`src/rtl/guess_game_pkg.sv`:
```
// Shared types and helpers for the number-guessing controller.
package guess_game_pkg;

    typedef enum logic [2:0] {
        S_IDLE,
        S_CHECK,
        S_WAIT,
        S_WIN,
        S_LOSE
    } gg_state_t;

    // Width needed to hold a tries count from 0 up to and including max_tries.
    function automatic int TRY_W(input int max_tries);
        return $clog2(max_tries + 1);
    endfunction

endpackage

```
`src/rtl/guess_game_ctrl_btn_press.sv`:
```
// Enter-button conditioning: 2-FF synchroniser, optional debounce filter,
// rising-edge detect. Optional filter is enabled by GUESS_DEBOUNCE_EN.
module btn_press
    import guess_game_pkg::*;
#(
    parameter int DB_CYCLES = 16
) (
    input  logic clk,
    input  logic reset,
    input  logic enter,
    output logic press
);

    logic sync_1;
    logic sync_2;
    logic level;
    logic prev;

    // Bring the raw button into the clk domain.
    always_ff @(posedge clk or negedge reset) begin
        if (!reset) begin
            sync_1 <= 1'b0;
            sync_2 <= 1'b0;
        end else begin
            sync_1 <= enter;
            sync_2 <= sync_1;
        end
    end

`ifdef GUESS_DEBOUNCE_EN
    localparam int CW = (DB_CYCLES > 1) ? $clog2(DB_CYCLES) : 1;
    localparam logic [CW-1:0] DB_LOAD = CW'(DB_CYCLES - 1);

    logic [CW-1:0] db_cnt;
    logic          db_level;

    // Down-counter restarts whenever sync agrees with the filtered level;
    // the level flips only after DB_CYCLES consecutive disagreeing samples.
    always_ff @(posedge clk or negedge reset) begin
        if (!reset) begin
            db_cnt   <= DB_LOAD;
            db_level <= 1'b0;
        end else if (sync_2 == db_level) begin
            db_cnt <= DB_LOAD;
        end else if (db_cnt == '0) begin
            db_level <= sync_2;
            db_cnt   <= DB_LOAD;
        end else begin
            db_cnt <= db_cnt - 1'b1;
        end
    end

    assign level = db_level;
`else
    assign level = sync_2;
`endif

    // Previous level for edge detection.
    always_ff @(posedge clk or negedge reset) begin
        if (!reset) begin
            prev <= 1'b0;
        end else begin
            prev <= level;
        end
    end

    assign press = level & ~prev;

endmodule

```
`src/rtl/guess_game_ctrl.sv`:
```
// Number-guessing controller: free-running secret counter, up to MAX_TRIES
// guesses per game, win/lose reporting, new game on press without reset.
// Optional enter-button debounce filter enabled by GUESS_DEBOUNCE_EN.
//
//  state   | meaning
//  S_IDLE  | secret counts freely, waiting for first press
//  S_CHECK | one cycle: compare guess, bump tries, pick outcome
//  S_WAIT  | LEDs hold, waiting for next guess press
//  S_WIN   | guess matched; press starts a new game
//  S_LOSE  | tries exhausted, secret shown; press starts a new game
module guess_game_ctrl
    import guess_game_pkg::*;
#(
    parameter int W         = 8,
    parameter int MAX_TRIES = 4,
    parameter int DB_CYCLES = 16
) (
    input  logic                          clk,
    input  logic                          reset,
    input  logic                          i_enter,
    input  logic [W-1:0]                  i_guess,
    output logic                          o_over,
    output logic                          o_under,
    output logic                          o_equal,
    output logic                          o_win,
    output logic                          o_lose,
    output logic [TRY_W(MAX_TRIES)-1:0]   o_tries_used,
    output logic [W-1:0]                  o_secret
);

    localparam int TW = TRY_W(MAX_TRIES);
    localparam logic [TW-1:0] MAX_T = TW'(MAX_TRIES);

    gg_state_t      state, state_nxt;
    logic [W-1:0]   secret, secret_nxt;
    logic           over_nxt, under_nxt, equal_nxt, win_nxt, lose_nxt;
    logic [TW-1:0]  tries_nxt;
    logic [TW-1:0]  tries_inc;
    logic [W-1:0]   secret_out_nxt;
    logic           press;

    btn_press #(
        .DB_CYCLES (DB_CYCLES)
    ) u_btn_press (
        .clk   (clk),
        .reset (reset),
        .enter (i_enter),
        .press (press)
    );

    assign tries_inc = o_tries_used + TW'(1);

    // State, secret and all output registers.
    always_ff @(posedge clk or negedge reset) begin
        if (!reset) begin
            state        <= S_IDLE;
            secret       <= '0;
            o_over       <= 1'b0;
            o_under      <= 1'b0;
            o_equal      <= 1'b0;
            o_win        <= 1'b0;
            o_lose       <= 1'b0;
            o_tries_used <= '0;
            o_secret     <= '0;
        end else begin
            state        <= state_nxt;
            secret       <= secret_nxt;
            o_over       <= over_nxt;
            o_under      <= under_nxt;
            o_equal      <= equal_nxt;
            o_win        <= win_nxt;
            o_lose       <= lose_nxt;
            o_tries_used <= tries_nxt;
            o_secret     <= secret_out_nxt;
        end
    end

    // Next-state and next-output logic; everything holds unless a state acts.
    always_comb begin
        state_nxt      = state;
        secret_nxt     = secret;
        over_nxt       = o_over;
        under_nxt      = o_under;
        equal_nxt      = o_equal;
        win_nxt        = o_win;
        lose_nxt       = o_lose;
        tries_nxt      = o_tries_used;
        secret_out_nxt = o_secret;

        case (state)
            S_IDLE: begin
                if (press) begin
                    state_nxt = S_CHECK;
                    tries_nxt = '0;
                end else begin
                    secret_nxt = secret + W'(1);
                end
            end
            S_CHECK: begin
                over_nxt  = (i_guess > secret);
                under_nxt = (i_guess < secret);
                equal_nxt = (i_guess == secret);
                tries_nxt = tries_inc;
                if (i_guess == secret) begin
                    state_nxt = S_WIN;
                    win_nxt   = 1'b1;
                end else if (tries_inc == MAX_T) begin
                    state_nxt      = S_LOSE;
                    lose_nxt       = 1'b1;
                    secret_out_nxt = secret;
                end else begin
                    state_nxt = S_WAIT;
                end
            end
            S_WAIT: begin
                if (press) begin
                    state_nxt = S_CHECK;
                end
            end
            S_WIN, S_LOSE: begin
                if (press) begin
                    state_nxt      = S_IDLE;
                    over_nxt       = 1'b0;
                    under_nxt      = 1'b0;
                    equal_nxt      = 1'b0;
                    win_nxt        = 1'b0;
                    lose_nxt       = 1'b0;
                    tries_nxt      = '0;
                    secret_out_nxt = '0;
                end
            end
            default: begin
                state_nxt = S_IDLE;
            end
        endcase
    end

endmodule

```
`config.mk`:
```
export PLATFORM = sky130hd
export DESIGN_NAME = guess_game_ctrl
export DESIGN_NICKNAME = d
export VERILOG_FILES = /design/src/rtl/guess_game_pkg.sv /design/src/rtl/guess_game_ctrl_btn_press.sv /design/src/rtl/guess_game_ctrl.sv
export SDC_FILE = /design/constraint.sdc
export NUM_CORES = 1
export LEC_CHECK = 0
export ABC_CLOCK_PERIOD_IN_PS = 3300
export CORE_MARGIN = 2
export CORE_UTILIZATION = 51
export DETAILED_ROUTE_END_ITERATION = 8
export PLACE_DENSITY = 0.78
export SETUP_SLACK_MARGIN = 0.05
export SLEW_MARGIN = 30
export SYNTH_ARGS = -nofsm -noshare
export SYNTH_HDL_FRONTEND = slang
export SYNTH_SLANG_ARGS = --single-unit
```
`constraint.sdc`:
```
create_clock -name clk -period 3.3 [get_ports clk]
set_clock_uncertainty 0.15 [all_clocks]
set_input_delay 0.66 -clock clk [delete_from_list [all_inputs] [get_ports clk]]
set_output_delay 0.66 -clock clk [all_outputs]
set_load 0.01 [all_outputs]
```
* Word-level counts from Yosys, hierarchy flattened
Cells that the tools add are included.
W data, S select, Z words.
** Storage, ports and cells
- Word-level logic and storage cells :: 62
- Memory bits (writable) :: 0
- Input port bits :: 11
- Bits in latches :: 0
- Bits in registers :: 30
- Output and inout bits :: 16
- Memories :: 0
- Bits in read-only memories :: 0
** Operators by class
- Multiplexer cells :: 19
- Add/subtract/negate cells :: 2
- Magnitude comparators :: 2
- Divide/modulo/power cells :: 0
- Shifts and indexed selects :: 0
- Multiply operators :: 0
- Equal/unequal tests :: 12
- Reductions and logical operators :: 12
- Bitwise gates (word level) :: 3
** Operators by type and width (number)
- $mux W8 :: 3
- $pmux W8 S2 :: 1
- $mux W3 :: 4
- $pmux W1 S2 :: 5
- $pmux W3 S3 :: 1
- $add A8 B1 Y8 const B :: 1
- $eq A8 B8 Y1 :: 1
- $gt A8 B8 Y1 :: 1
- $lt A8 B8 Y1 :: 1
- $ne A2 B2 Y1 const B :: 4
- $reduce_and A2 Y1 :: 4
- $eq A3 B2 Y1 const B :: 2
- $eq A3 B3 Y1 const B :: 2
- $pmux W3 S2 :: 1
- $mux W1 :: 4
- $ne A2 B1 Y1 const B :: 2
- $reduce_and A4 Y1 :: 1
- $reduce_bool A2 Y1 :: 2
- $reduce_or A2 Y1 :: 2
- $add A3 B1 Y3 const B :: 1
- $eq A3 B1 Y1 const B :: 1
- $logic_not A3 Y1 :: 1
- $reduce_and A3 Y1 :: 1
- $reduce_or A3 Y1 :: 1
- other kinds (2) :: 3

* Depth between registers and ports, before layout
- Depth in word-level cells :: 5
- Depth in mapped cells :: 6
- Gate-level depth less buffers :: 6

* Hierarchy
A second synthesis with hierarchy kept.
** Unflattened totals
- Cells, all modules :: 139
- Area, all modules :: 1540.2 µm²
** Modules (own cells, without submodules)
- guess_game_ctrl :: sequential area each 675.6 µm², times used 1, cells an instance 135, area each 1451.4 µm²
- btn_press :: sequential area each 75.1 µm², times used 1, cells an instance 4, area each 88.8 µm²

* Least setup slack after synthesis
Ideal clock, no wire load.
- Path type :: input-to-reg
- Start point :: input i_guess[7]
- End point :: register o_secret[0]
- Setup time :: 121 ps
- Stages :: 5
- Setup slack :: 1241 ps
- Data arrival time :: 1788 ps
- Required time :: 3029 ps
- Buffers on the path :: 0
- Path through :: ha_1 -> nand4_1 -> nor2_1 -> nor3_4 -> a22o_2
** Between the ends
- Word-level cells in the longest chain between the ends :: 3
** Ends and longest elaborated chain
- start, declared :: RTL line guess_game_ctrl.sv:21 : input logic [W-1:0] i_guess,
- $eq A8 B8 Y1 :: RTL line guess_game_ctrl.sv:104 : if (i_guess == secret) begin
- $ne A2 B2 Y1 (no source line)
- $reduce_and A4 Y1 (no source line)
- end signal, assigned :: RTL line guess_game_ctrl.sv:74 : o_secret <= secret_out_nxt;
- end, declared :: RTL line guess_game_ctrl.sv:28 : output logic [W-1:0] o_secret
Every way passes these cells.
A chain may end at the register's enable or synchronous reset.

* Worst setup path in the final report
- Start point :: input i_guess[7]
- End point :: register o_over
** Between the ends
- Word-level cells in the longest chain between the ends :: 2
** Ends and longest elaborated chain
- $gt A8 B8 Y1 :: RTL line guess_game_ctrl.sv:100 : over_nxt = (i_guess > secret);
- $pmux W1 S2 :: RTL line guess_game_ctrl.sv:90 : case (state)
- end signal, assigned :: RTL line guess_game_ctrl.sv:68 : o_over <= over_nxt;
- end, declared :: RTL line guess_game_ctrl.sv:22 : output logic o_over,
Every way passes these cells.

==> results.json <==
{
  "status": "completed",
  "syn_inst": 135,
  "ys_warn_count": 0,
  "reg2regPathDepth": 6,
  "synth-seq-area-share_pct": 49.46,
  "port_buffers": 26,
  "yosysUniqueCellTypes": 38,
  "worstSetupPathType": "primary input to flip-flop",
  "coreArea_um2": 2781,
  "cpLargestDelayFamily": "simple AND/OR/NAND/NOR gates",
  "period_minus_slack_ps": 2304,
  "syn_area_um2": 1518,
  "synth-edff-count": 0,
  "synth_ff_type": "dfrtp_1",
  "crit_buf_inv": 1,
  "synth_seq_cells": 30,
  "finalSetupTns_ps": 0,
  "area_growth_pct": 21.10,
  "fin_ws_ps": 996.4,
  "cts_buffer_depth": 2,
  "cpPeakStageDelay_ps": 400,
  "r2r-start": "secret[5]$_DFFE_PN0P_",
  "drv_cap": 0,
  "num_io_pins": 27,
  "vias": 1145,
  "hold_viol": 0,
  "hold_ws_ps": 214.1,
  "postCtsSetupBuffers": 0,
  "cts_sinks": 30,
  "p_total_mw": 1.135,
  "power_density_nw_per_um2": 617.6,
  "post-dp-hpwl_um": 2389,
  "hold_path_class": "flip-flop to flip-flop",
  "syn_area_per_cell_um2": 11.24,
  "cts_tree": "yes",
  "r2r_end": "o_over$_DFFE_PN0P_",
  "critPathSlowestCell": "clkdlybuf4s50_1",
  "cp-start-kind": "primary input",
  "slew_viol_final": 0,
  "setup.worst_path.end_class": "flip-flop",
  "r2r_setup_slack_ps": 1270,
  "grt_pass1_vias": 1093,
  "crit_required_ps": 3380,
  "routedWlPerCell_um": 15.97,
  "tightest_slew_ps": 839.3,
  "layout_commonest_cell": "dfrtp_1",
  "mostFrequentLayoutCells": "dfrtp_1 (30), clkdlybuf4s50_1 (26), ha_1 (11)",
  "antenna_found_initial": 0,
  "synth-async-reset-ratio_pct": 100.0,
  "grt_max_degree": 31,
  "grt_pass1_wl_um": 5285,
  "clock_tree.root_cell": "clkbuf_4",
  "grt_usage_pct": 21.27,
  "cts_resized": 0,
  "n_antenna_cell": 0,
  "hold_path_end": "u_btn_press.level$_DFF_PN0_",
  "htree_levels": 2,
  "min-delay-start": "u_btn_press.sync_1$_DFF_PN0_",
  "cp_max_fo": 4,
  "numCtsBuffers": 5,
  "hold_depth": 0,
  "drt_iter0_markers": 44,
  "slew_headroom_pct": 43.26,
  "cts.clk_slew.worst_paths_ps": 90,
  "drive_above_1_share_pct": 13.33,
  "crit_chain": "clkdlybuf4s50_1 > ha_1 > nand4_1 > nor2_1 > a2111oi_0 > a221o_1",
  "power_leakage_nw": 0.8288,
  "overflow": 0,
  "fillCellCount": 232,
  "finalSetupViolCount": 0,
  "vdd_drop_max_mv": 0.5292,
  "max_freq_mhz": 434.1,
  "syn-num-nets": 157,
  "die_y_um": 58.55,
  "drc": 0,
  "die-area_um2": 3428,
  "vias_per_cell": 5.842,
  "first_pass_iters": 4,
  "place_congestion": 0.8127,
  "rows": 19,
  "arrival_ps": 2380,
  "fin_nets": 187,
  "die_w_um": 58.55,
  "period_share_pct": 69.81,
  "place_ws_ps": 633.3,
  "rsz0062_at_grt": "false",
  "ctsHoldBuffers": 0,
  "routed_wl_um": 3130,
  "clock_latency_ps": 330,
  "start_util_pct": 54.57,
  "ant_nets": 0
}
metal layers:
metal | GRT usage [%] | wire length (µm) | vias up
met3 | 7.253 | 187 | 5
met5 | 0 | 0 | -
met4 | 6.977 | 44 | 0
met2 | 30.34 | 1421 | 39
met1 | 30.49 | 1477 | 559
li1 | - | - | 542
worst max-delay path by stage:
stage,from,to,slack [ps],cells past startpoint
finish,i_guess[7],o_over$_DFFE_PN0P_,1000,6
detailed placement,i_guess[7],o_over$_DFFE_PN0P_,630,6
global route,i_guess[7],o_over$_DFFE_PN0P_,840,6
floorplan,i_guess[7],o_secret[0]$_DFFE_PN0P_,1240,5
global placement,i_guess[7],o_over$_DFFE_PN0P_,670,6
CTS,i_guess[7],o_over$_DFFE_PN0P_,990,6
cells by family after synthesis:
kind of cell	count (synthesis)	synth area share, %
buffers and inverters	14	4.534
adders and majority gates	12	9.728
and+or+nand+nor	36	13.77
xor gates and xnor gates	8	4.617
DFF	30	49.46
AOI/OAI and AO/OA	35	17.89
area by class of cell:
cell class,instances,area (µm²),area share (%)
Clock buffer,7,45.04,2.451
Inverter,10,37.54,2.042
Multi-Input combinational cell,91,698.2,37.99
Sequential cell,30,750.7,40.84
Tap cell,31,38.79,2.110
Timing Repair Buffer,27,267.8,14.57
through the flow:
step           std cells  area (µm²)  utilization, %
2_1_floorplan        135        1518               -
3_3_place_gp         189        1793           64.46
3_5_place_dp         189        1793           64.46
4_1_cts              196        1838           66.08
5_1_grt              196        1838           66.08
6_report             196        1838           66.08
state kept, by name (all words and copies together), names as in the netlist:
name / flops
o_win: 1
u_btn_press.sync_1: 1
state: 3
o_over: 1
o_secret: 8
o_tries_used: 3
u_btn_press.prev: 1
o_equal: 1
o_lose: 1
secret: 8
o_under: 1
u_btn_press.level: 1
cells in the mapped netlist, types with 2 or more instances:
master | n | share of area [%]
a21o_2 | 2 | 1.2
a21oi_1 | 7 | 2.3
a22o_2 | 8 | 5.3
buf_6 | 2 | 1.5
dfrtp_1 | 30 | 49
ha_1 | 11 | 9.1
inv_1 | 10 | 2.5
nand2_1 | 8 | 2.0
nand2b_1 | 2 | 0.82
nand3_1 | 4 | 1.3
nand4_1 | 4 | 1.6
nor2_1 | 6 | 1.5
nor2b_1 | 2 | 0.82
nor3_1 | 2 | 0.66
nor3_4 | 2 | 2.1
o21ai_0 | 7 | 2.3
xnor2_1 | 6 | 3.5
xor2_1 | 2 | 1.2
report_power, final:
part	total, mW	switching [mW]	leakage (nW)	internal [mW]
clock network	0.202	0.121	0.0254	0.0801
logic	0.398	0.201	0.408	0.198
registers	0.535	0.0928	0.395	0.442
total	1.14	0.415	0.829	0.720
No activity file was read; power rests on OpenSTA's default activity.
